**config.mk**
```make
export PLATFORM = sky130hd
export DESIGN_NAME = alu_sequencer
export DESIGN_NICKNAME = d
export VERILOG_FILES = /design/src/rtl/alu_seq_pkg.sv /design/src/rtl/alu_seq_regfile.sv /design/src/rtl/alu_sequencer.sv
export SDC_FILE = /design/constraint.sdc
export NUM_CORES = 1
export LEC_CHECK = 0
export ABC_AREA = 1
export CAP_MARGIN = 20
export CORE_MARGIN = 5
export CORE_UTILIZATION = 59
export CTS_BUF_LIST = sky130_fd_sc_hd__clkbuf_8
export DETAILED_ROUTE_END_ITERATION = 6
export GPL_TIMING_DRIVEN = 0
export PLACE_DENSITY = 0.84
export SLEW_MARGIN = 20
export SYNTH_ARGS = -nofsm -noshare
export SYNTH_HDL_FRONTEND = slang
export SYNTH_SLANG_ARGS = --single-unit
```
**constraint.sdc**
```tcl
create_clock -name clk -period 4.44 [get_ports clk]
set_clock_uncertainty 0.2 [all_clocks]
set_input_delay 0.888 -clock clk [delete_from_list [all_inputs] [get_ports clk]]
set_output_delay 0.888 -clock clk [all_outputs]
set_load 0.1 [all_outputs]
```
**src/rtl/alu_seq_pkg.sv**
```systemverilog
// alu_seq_pkg: opcodes, instruction field positions, SREG bits and
// sequencer state encoding shared by the ALU sequencer files.
package alu_seq_pkg;

    localparam logic [3:0] OP_NOP = 4'b0000;
    localparam logic [3:0] OP_ADD = 4'b0001;
    localparam logic [3:0] OP_SUB = 4'b0010;
    localparam logic [3:0] OP_ADC = 4'b0011;
    localparam logic [3:0] OP_SBC = 4'b0100;
    localparam logic [3:0] OP_CMP = 4'b0101;
    localparam logic [3:0] OP_OR  = 4'b0110;
    localparam logic [3:0] OP_AND = 4'b0111;
    localparam logic [3:0] OP_LDI = 4'b1000;

    localparam int OPC_HI = 15;
    localparam int OPC_LO = 12;
    localparam int RD_HI  = 11;
    localparam int RD_LO  = 9;
    localparam int RA_HI  = 8;
    localparam int RA_LO  = 6;
    localparam int RB_HI  = 5;
    localparam int RB_LO  = 3;
    localparam int IMM_HI = 7;
    localparam int IMM_LO = 0;

    localparam int SREG_Z = 0;
    localparam int SREG_C = 1;
    localparam int SREG_N = 2;
    localparam int SREG_V = 3;

    localparam int REG_COUNT = 8;

    typedef enum logic [1:0] {
        IDLE,
        ISSUE,
        SETTLE,
        COMMIT
    } seq_state_t;

    function automatic logic op_is_alu(input logic [3:0] op);
        return (op >= OP_ADD) && (op <= OP_AND);
    endfunction

endpackage

```
**src/rtl/alu_seq_regfile.sv**
```systemverilog
// alu_seq_regfile: 8x8 register file, two registered-address read ports,
// one debug read port, one write port. ALU_SEQ_R0_ZERO_EN hardwires R0.
module alu_seq_regfile
    import alu_seq_pkg::*;
(
    input  logic       clk,
    input  logic       reset_n,
    input  logic       addr_load,
    input  logic [2:0] sel_a,
    input  logic [2:0] sel_b,
    output logic [7:0] rd_a,
    output logic [7:0] rd_b,
    input  logic       we,
    input  logic [2:0] waddr,
    input  logic [7:0] wdata,
    input  logic [2:0] dbg_addr,
    output logic [7:0] dbg_data
);

    logic [7:0] regs [REG_COUNT];
    logic [2:0] sel_a_q;
    logic [2:0] sel_b_q;
    logic       write_ok;

`ifdef ALU_SEQ_R0_ZERO_EN
    assign write_ok = we && (waddr != 3'd0);
`else
    assign write_ok = we;
`endif

    // Read addresses captured when an instruction is accepted
    always_ff @(posedge clk) begin
        if (!reset_n) begin
            sel_a_q <= 3'd0;
            sel_b_q <= 3'd0;
        end else if (addr_load) begin
            sel_a_q <= sel_a;
            sel_b_q <= sel_b;
        end
    end

    // Register storage: synchronous clear and single write port
    always_ff @(posedge clk) begin
        if (!reset_n) begin
            for (int i = 0; i < REG_COUNT; i++) begin
                regs[i] <= 8'h00;
            end
        end else if (write_ok) begin
            regs[waddr] <= wdata;
        end
    end

    // Combinational reads; R0 forced to zero when hardwired
    always_comb begin
        rd_a     = regs[sel_a_q];
        rd_b     = regs[sel_b_q];
        dbg_data = regs[dbg_addr];
`ifdef ALU_SEQ_R0_ZERO_EN
        if (sel_a_q == 3'd0) rd_a = 8'h00;
        if (sel_b_q == 3'd0) rd_b = 8'h00;
        if (dbg_addr == 3'd0) dbg_data = 8'h00;
`endif
    end

endmodule

```
**src/rtl/alu_sequencer.sv**
```systemverilog
// alu_sequencer: four-state instruction front end driving the 8-bit ALU.
// Optional feature macro: ALU_SEQ_R0_ZERO_EN (R0 hardwired to zero).
module alu_sequencer
    import alu_seq_pkg::*;
(
    input  logic        clk,
    input  logic        reset_n,
    input  logic        instr_valid,
    input  logic [15:0] instr_data,
    output logic        instr_ready,
    output logic [3:0]  alu_fsel,
    output logic [7:0]  alu_op_a,
    output logic [7:0]  alu_op_b,
    input  logic [7:0]  alu_result,
    input  logic [3:0]  alu_sreg,
    output logic        wb_valid,
    output logic [2:0]  wb_addr,
    output logic [7:0]  wb_data,
    output logic [3:0]  flags,
    input  logic [2:0]  dbg_addr,
    output logic [7:0]  dbg_data
);

    seq_state_t state;
    seq_state_t state_nx;

    logic [3:0] op_q;
    logic [2:0] rd_q;
    logic [7:0] imm_q;
    logic       accept;
    logic       is_alu;
    logic       writes;
    logic       rf_we;
    logic [7:0] wr_data;
    logic [7:0] ra_data;
    logic [7:0] rb_data;

    assign accept = instr_valid & instr_ready;
    assign rf_we  = (state == COMMIT) & writes;

    alu_seq_regfile u_regfile (
        .clk       (clk),
        .reset_n   (reset_n),
        .addr_load (accept),
        .sel_a     (instr_data[RA_HI:RA_LO]),
        .sel_b     (instr_data[RB_HI:RB_LO]),
        .rd_a      (ra_data),
        .rd_b      (rb_data),
        .we        (rf_we),
        .waddr     (rd_q),
        .wdata     (wr_data),
        .dbg_addr  (dbg_addr),
        .dbg_data  (dbg_data)
    );

    // State register
    always_ff @(posedge clk) begin
        if (!reset_n) state <= IDLE;
        else          state <= state_nx;
    end

    // Next state and handshake; every opcode walks all four states
    always_comb begin
        state_nx    = state;
        instr_ready = 1'b0;
        unique case (state)
            IDLE: begin
                instr_ready = 1'b1;
                if (instr_valid) state_nx = ISSUE;
            end
            ISSUE:   state_nx = SETTLE;
            SETTLE:  state_nx = COMMIT;
            COMMIT:  state_nx = IDLE;
            default: state_nx = IDLE;
        endcase
    end

    // Opcode decode: ALU issue, register write and write-back source
    always_comb begin
        is_alu  = 1'b0;
        writes  = 1'b0;
        wr_data = alu_result;
        unique case (1'b1)
            op_is_alu(op_q): begin
                is_alu = 1'b1;
                writes = (op_q != OP_CMP);
            end
            (op_q == OP_LDI): begin
                writes  = 1'b1;
                wr_data = imm_q;
            end
            default: ;
        endcase
    end

    // Latch the instruction fields on the accepting edge
    always_ff @(posedge clk) begin
        if (!reset_n) begin
            op_q  <= OP_NOP;
            rd_q  <= 3'd0;
            imm_q <= 8'h00;
        end else if (accept) begin
            op_q  <= instr_data[OPC_HI:OPC_LO];
            rd_q  <= instr_data[RD_HI:RD_LO];
            imm_q <= instr_data[IMM_HI:IMM_LO];
        end
    end

    // ALU inputs: loaded in ISSUE for ALU ops, otherwise held so carry chains survive
    always_ff @(posedge clk) begin
        if (!reset_n) begin
            alu_fsel <= 4'b0000;
            alu_op_a <= 8'h00;
            alu_op_b <= 8'h00;
        end else if ((state == ISSUE) && is_alu) begin
            alu_fsel <= op_q;
            alu_op_a <= ra_data;
            alu_op_b <= rb_data;
        end
    end

    // Commit: capture flags and emit the one-cycle write-back pulse
    always_ff @(posedge clk) begin
        if (!reset_n) begin
            flags    <= 4'h0;
            wb_valid <= 1'b0;
            wb_addr  <= 3'd0;
            wb_data  <= 8'h00;
        end else begin
            wb_valid <= 1'b0;
            if (state == COMMIT) begin
                if (is_alu) flags <= alu_sreg;
                if (writes) begin
                    wb_valid <= 1'b1;
                    wb_addr  <= rd_q;
                    wb_data  <= wr_data;
                end
            end
        end
    end

endmodule
```
==> impl_metrics.ini, run 1 <==
[yosys]
syn_avg_cell_area_um2 = 7.62
syn_area_um2 = 6360
synth-seq-cells = 118
ys_types = 26
synth_nets = 873
yosys.area.top_type = edfxtp_1
synth_top_area_share_pct = 30.2
synth_warnings = 0
syn_inst = 835
ys_top_cells_by_area = edfxtp_1, dfxtp_1, nand2_1
seq_area_frac_synth_pct = 47.2

[clock_network]
cts_buffers = 17
post_cts_buffers = 0
cts.path.max_buffers = 2
path_clk_slew_ns = 0.08
cts_tree = yes
clock_sinks = 118
ctsHoldBuffers = 0
worstSkewPairLatency_ns = 0.44
htree_levels = 4
cts_root_buf = clkbuf_8

[timing]
drv_slew = 0
relSlewSlack_pct = 34.0
fin_crit_sh_pct = 98.2
max_freq_mhz = 229
setup_viol = 0
whs_ns = 0.251
max_slew.worst_pin.slew_ns = 0.987
rsz0062_at_grt = false
period_needed_ns = 4.36
hold_viol = 0

[global_routing]
grt_max_degree = 17
grt_pass1_vias = 5569
grt_overflow = 0
antenna_found_initial = 0
grt_pass1_wl_um = 30700
grt_usage_pct = 31.0

[critical_path]
cp_num_buf_inv = 4
setup.worst_path.end_class = output port
cp_top_family = buffers and inverters
cp_slowest_cell = dlygate4sd2_1
cp_data_required_time_ns = 3.35
r2r_setup_slack_ns = 2.28
critPathKind = primary input to output port
worstPathCellList = clkdlybuf4s50_1 > inv_1 > clkbuf_1 > a21oi_1 > o21ai_0 > nand3_1 > o21a_1 > dlygate4sd2_1
crit_path_max_incr_delay_ns = 0.85
start_kind = primary input
arrival_ns = 3.27
cp_max_fo = 10

[detailed_routing]
wire_per_inst_um = 18.1
drtIter0Drc = 720
num_vias = 6133
detail-route-antenna-nets = 0
post-route-drc-count = 0
viasPerCell = 5.67
drt_first_pass_iters = 7
drt_wl_total_um = 19600

[finish]
final_cells = 1082
antenna_cells = 0
finalCoreUtilization_pct = 71.8
fin_nets = 967
final_layout_size_suffix_gt1_share_pct = 9.98
area_growth_pct = 20.7

[die]
num_rows = 38
start_util_pct = 59.5
ios = 79
die_area_um2 = 13000
die_h_um = 114
die_x_um = 114
core_area_um2 = 10700

[placed_design]
routabilityCongestion = 0.999
dp.cells = 1050
hpwl_um = 14500
io_buffer_count = 75

[power_and_ir_drop]
ir_worst_vdd_uv = 288
p_per_area_nw_per_um2 = 527
p_leak_uw = 0.00326

[worst_hold_path]
worstHoldPathType = register to register

[job]
drv_cap = 0

[run_status]
run_status = completed
-- worst register-to-register path, stage by stage (launching register included) --
cell and delay [ns]:
dfxtp_1 0.38, ha_1 0.24, nand4_2 0.20, nand2_2 0.14
buf_6 0.20, nand2_2 0.15, nand2_1 0.31
-- synth_stat cells --
master and count:
inv_2 10, nor2_4 1, buf_2 24, buf_6 2, o21a_1 8, nand4_2 2
ha_1 4, a21oi_1 82, clkbuf_1 20, edfxtp_1 64, nand3_1 135, nand3b_4 2
buf_1 4, clkinv_1 4, inv_1 85, nand2_1 183, nand2_4 1, dfxtp_1 54
o21ai_0 55, nor3_2 2, o21ai_2 8, o21ai_1 1, nand2_2 3, nand3_4 6
buf_4 2, nor2_1 73
-- what timing repair did --
item | CTS | global route
hold endpoints to repair | 0 | 0
resized for setup | 8 | 0
setup endpoints to repair | 8 | 0
-- area by class of cell --
class                   instances  area, um^2
plain buffers                  52         248
clock inverters                15         166
clock buffers                  17         234
inverters                      99         372
well taps                     140         175
multi-input cells             566        2740
repair buffers                 75         741
fillers                       872        3020
flip-flops and latches        118        3000
-- state kept, by name (all words and copies together) (netlist names) --
name and count:
u_regfile.regs 64, alu_op_a 8, alu_op_b 8, wb_data 8
imm_q 7, alu_fsel 4, flags 4, op_q 4
rd_q 3, wb_addr 3, state 2, u_regfile.sel_a_q 2
wb_valid 1
-- routing by layer --
layer	vias to the layer above	part of all wire (%)	GRT usage (%)
li1	2937	-	-
met1	2773	41	45.7
met2	378	45	47.0
met3	45	11	5.62
met4	0	2.5	9.11
met5	-	0	0
-- kinds of logic (layout without fill, tap and decap cells) --
| logic type | Yosys count | in the layout | share of synthesized area (%) |
|---|---|---|---|
| AO/OA/AOI/OAI | 154 | 154 | 12.9 |
| adder cells (fa/ha/maj) | 4 | 4 | 0.787 |
| buffers and inverters | 151 | 258 | 9.74 |
| flip-flops | 118 | 118 | 47.2 |
| AND/OR/NAND/NOR | 408 | 408 | 29.4 |
-- path summary, 6_finish.rpt --
kind,start,to,depth (start not counted)
worst max register to register,state[0]$_SDFFE_PN0P_,u_regfile.regs[4][1]$_SDFFCE_PN0P_,6
worst min register to register,flags[3]$_SDFFE_PN0P_,flags[3]$_SDFFE_PN0P_,2
worst min-delay path,flags[3]$_SDFFE_PN0P_,flags[3]$_SDFFE_PN0P_,2
worst max-delay path,dbg_addr[0],dbg_data[7],8
-- stage by stage --
step                area [um^2]  setup TNS, ns  power (uW)  setup slack [ns]
detailed placement         7290         -0.759        3010            -0.118
finish                     7680              0        4040            0.0807
floorplan                  6360              0        2570              1.08
CTS                        7680              0        4010             0.156
global placement           7290         -0.965        3000            -0.138
global route               7680              0        4220            0.0218
-- layout by cell type, fill, tap and decap left out --
master | Yosys | final
nand2_1 | 183 | 183
nand3_1 | 135 | 135
inv_1 | 85 | 86
a21oi_1 | 82 | 82
nor2_1 | 73 | 73
clkdlybuf4s50_1 | 0 | 67
edfxtp_1 | 64 | 64
o21ai_0 | 55 | 55
dfxtp_1 | 54 | 54
buf_2 | 24 | 24
clkbuf_1 | 20 | 20
clkbuf_8 | 0 | 17
inv_2 | 10 | 10
o21a_1 | 8 | 8
o21ai_2 | 8 | 8
dlygate4sd2_1 | 0 | 8
nand3_4 | 6 | 6
inv_6 | 0 | 5
buf_1 | 4 | 4
clkinv_1 | 4 | 4
ha_1 | 4 | 4
nand2_2 | 3 | 3
inv_4 | 0 | 3
nand4_2 | 2 | 2
buf_6 | 2 | 2
nor3_2 | 2 | 2
nand3b_4 | 2 | 2
buf_4 | 2 | 2
bufinv_16 | 0 | 2
inv_8 | 0 | 2
clkinv_4 | 0 | 2
nor2_4 | 1 | 1
nand2_4 | 1 | 1
o21ai_1 | 1 | 1
-- power breakdown --
| part | switching, uW | internal (uW) | total, uW |
|---|---|---|---|
| logic | 1260 | 430 | 1690 |
| registers | 67.6 | 1270 | 1330 |
| clock network | 508 | 516 | 1020 |
(Power assumes the default switching activity.)
==> run 2, diff against run 1 <==
--- a/constraint.sdc
+++ b/constraint.sdc
@@ -4,2 +4,2 @@
 set_output_delay 0.888 -clock clk [all_outputs]
-set_load 0.1 [all_outputs]
+set_load 0.02 [all_outputs]
==> run 2 against run 1 <==
Cell count stayed put. Non-clock buffer count unchanged. Clock power hardly changed. Fmax rose by 6.4%. Wire length down 0.11%. First-iteration DRC count is 1.1% lower. Sequential share of layout area fell by 0.051 points. Setup slack improved by 0.26 ns. Design area rose by 0.13%. Utilization is 0.094 points higher. Critical path type unchanged. Critical endpoint unchanged.
==> impl_metrics.ini, run 2 (synthesis results as in run 1) <==
[job]
drv_cap = 0

[detailed_routing]
num_vias = 6180
detail-route-antenna-nets = 0
drt_first_pass_iters = 5
drt_wl_total_um = 19600
wire_per_inst_um = 18.1
viasPerCell = 5.71
post-route-drc-count = 0
drtIter0Drc = 712

[clock_network]
cts_buffers = 17
ctsHoldBuffers = 0
path_clk_slew_ns = 0.09
htree_levels = 4
cts_resized = 0
clock_sinks = 118
cts.path.max_buffers = 2
post_cts_buffers = 0
cts_tree = yes
worstSkewPairLatency_ns = 0.43
cts_root_buf = clkbuf_8

[global_routing]
grt_usage_pct = 31.0
grt_max_degree = 17
met1_usage_pct = 45.7
met2_usage_pct = 47.0
grt_util_met3_pct = 5.62
grt_overflow = 0
grt_pass1_wl_um = 30700
globalRoute.busiestLayer = met2
grt_pass1_vias = 5569
antenna_found_initial = 0

[timing]
max_freq_mhz = 244
setup_viol = 0
drv_slew = 0
max_slew.worst_pin.slew_ns = 0.661
hold_viol = 0
rsz0062_at_grt = false
tns_ns = 0
period_needed_ns = 4.10
fin_crit_sh_pct = 92.2
relSlewSlack_pct = 55.9

[critical_path]
r2r-end = u_regfile.regs[4][1]$_SDFFCE_PN0P_
reg2reg_from = state[0]$_SDFFE_PN0P_
worstPathCellList = clkdlybuf4s50_1 > inv_1 > clkbuf_1 > a21oi_1 > o21ai_0 > nand3_1 > o21a_1 > clkdlybuf4s50_1
startpoint = dbg_addr[0]
start_kind = primary input
cp_slowest_cell = clkdlybuf4s50_1
cp_top_family = buffers and inverters
reg2regPathDepth = 6
crit_path_end = dbg_data[7]
critPathKind = primary input to output port
crit_path_max_incr_delay_ns = 0.61
r2r_setup_slack_ns = 2.30
cp_common_cell = clkdlybuf4s50_1
cp.depth = 8
cp_data_required_time_ns = 3.35
cp_max_fo = 10
cp_num_buf_inv = 4
arrival_ns = 3.01
setup.worst_path.end_class = output port

[run_status]
run_status = completed

[die]
core_area_um2 = 10700
die_h_um = 114
ios = 79
die_area_um2 = 13000
start_util_pct = 59.5
num_rows = 38
die_x_um = 114

[finish]
layout_common_cells = nand2_1, nand3_1, inv_1
fin_nets = 967
area_growth_pct = 20.8
top_register = u_regfile.regs
final_layout_size_suffix_gt1_share_pct = 9.98
antenna_cells = 0
fin_area_um2 = 7690
largest_reg_flops = 64
final_common_cell = nand2_1
final_cells = 1082

[worst_hold_path]
worstHoldPathType = register to register

[placed_design]
routabilityCongestion = 0.999
hpwl_um = 14500
io_buffer_count = 75
dp.cells = 1050
placed_area_um2 = 7290

[power_and_ir_drop]
p_per_area_nw_per_um2 = 482
p_leak_uw = 0.00325
ir_worst_vdd_uv = 285
p_total_uw = 3700
## run 2: cell count changes in the layout (fill, tap and decap cells not counted), sizes merged
cell,previous run,this run
clkdlybuf4s50,67,75
dlygate4sd2,8,0
## run 2: cell type report
cell class / instances / area [um^2]
Tap cell: 140 / 175
Clock inverter: 15 / 166
Multi-Input combinational cell: 566 / 2740
Inverter: 99 / 372
Buffer: 52 / 248
Sequential cell: 118 / 3000
Clock buffer: 17 / 234
Fill cell: 870 / 3010
Timing Repair Buffer: 75 / 751
## run 2: routing by layer
layer	routed length, um	part of all wire, %
met2	8830	45
met3	2320	12
met5	0	0
met1	7960	41
met4	479	2.4
## run 2: where the power goes
group          switching, uW  internal (uW)  total (uW)  leakage, uW
combinational            909            437        1350      0.00194
sequential              67.5           1270        1330      0.00110
clock                    506            516        1020     0.000212
total                   1480           2220        3700      0.00325
## run 2: how the worst min path moves through the flow
stage / startpoint / end / slack, ns / cells after the start
after floorplan: imm_q[0]$_SDFFE_PN0P_ / imm_q[0]$_SDFFE_PN0P_ / 0.25 / 2
after global placement: flags[3]$_SDFFE_PN0P_ / flags[3]$_SDFFE_PN0P_ / 0.23 / 2
after detailed placement: flags[0]$_SDFFE_PN0P_ / flags[0]$_SDFFE_PN0P_ / 0.24 / 2
after CTS: flags[3]$_SDFFE_PN0P_ / flags[3]$_SDFFE_PN0P_ / 0.25 / 2
after global routing: alu_fsel[3]$_SDFFE_PN0P_ / alu_fsel[3]$_SDFFE_PN0P_ / 0.28 / 2
final: flags[3]$_SDFFE_PN0P_ / flags[3]$_SDFFE_PN0P_ / 0.25 / 2
## run 2: stage by stage
stage | setup WS, ns | utilization [%] | hold WS, ns
finish | 0.345 | 71.9 | 0.251
global route | 0.271 | 71.9 | 0.282
CTS | 0.404 | 71.9 | 0.254
detailed placement | 0.412 | 68.1 | 0.242
global placement | 0.393 | 68.1 | 0.232
floorplan | 1.59 | - | 0.251
## run 2: tightest hold or removal path, stage by stage (launching register included)
cell     delay (ns)
dfxtp_1        0.32
inv_1          0.05
a21oi_1        0.05
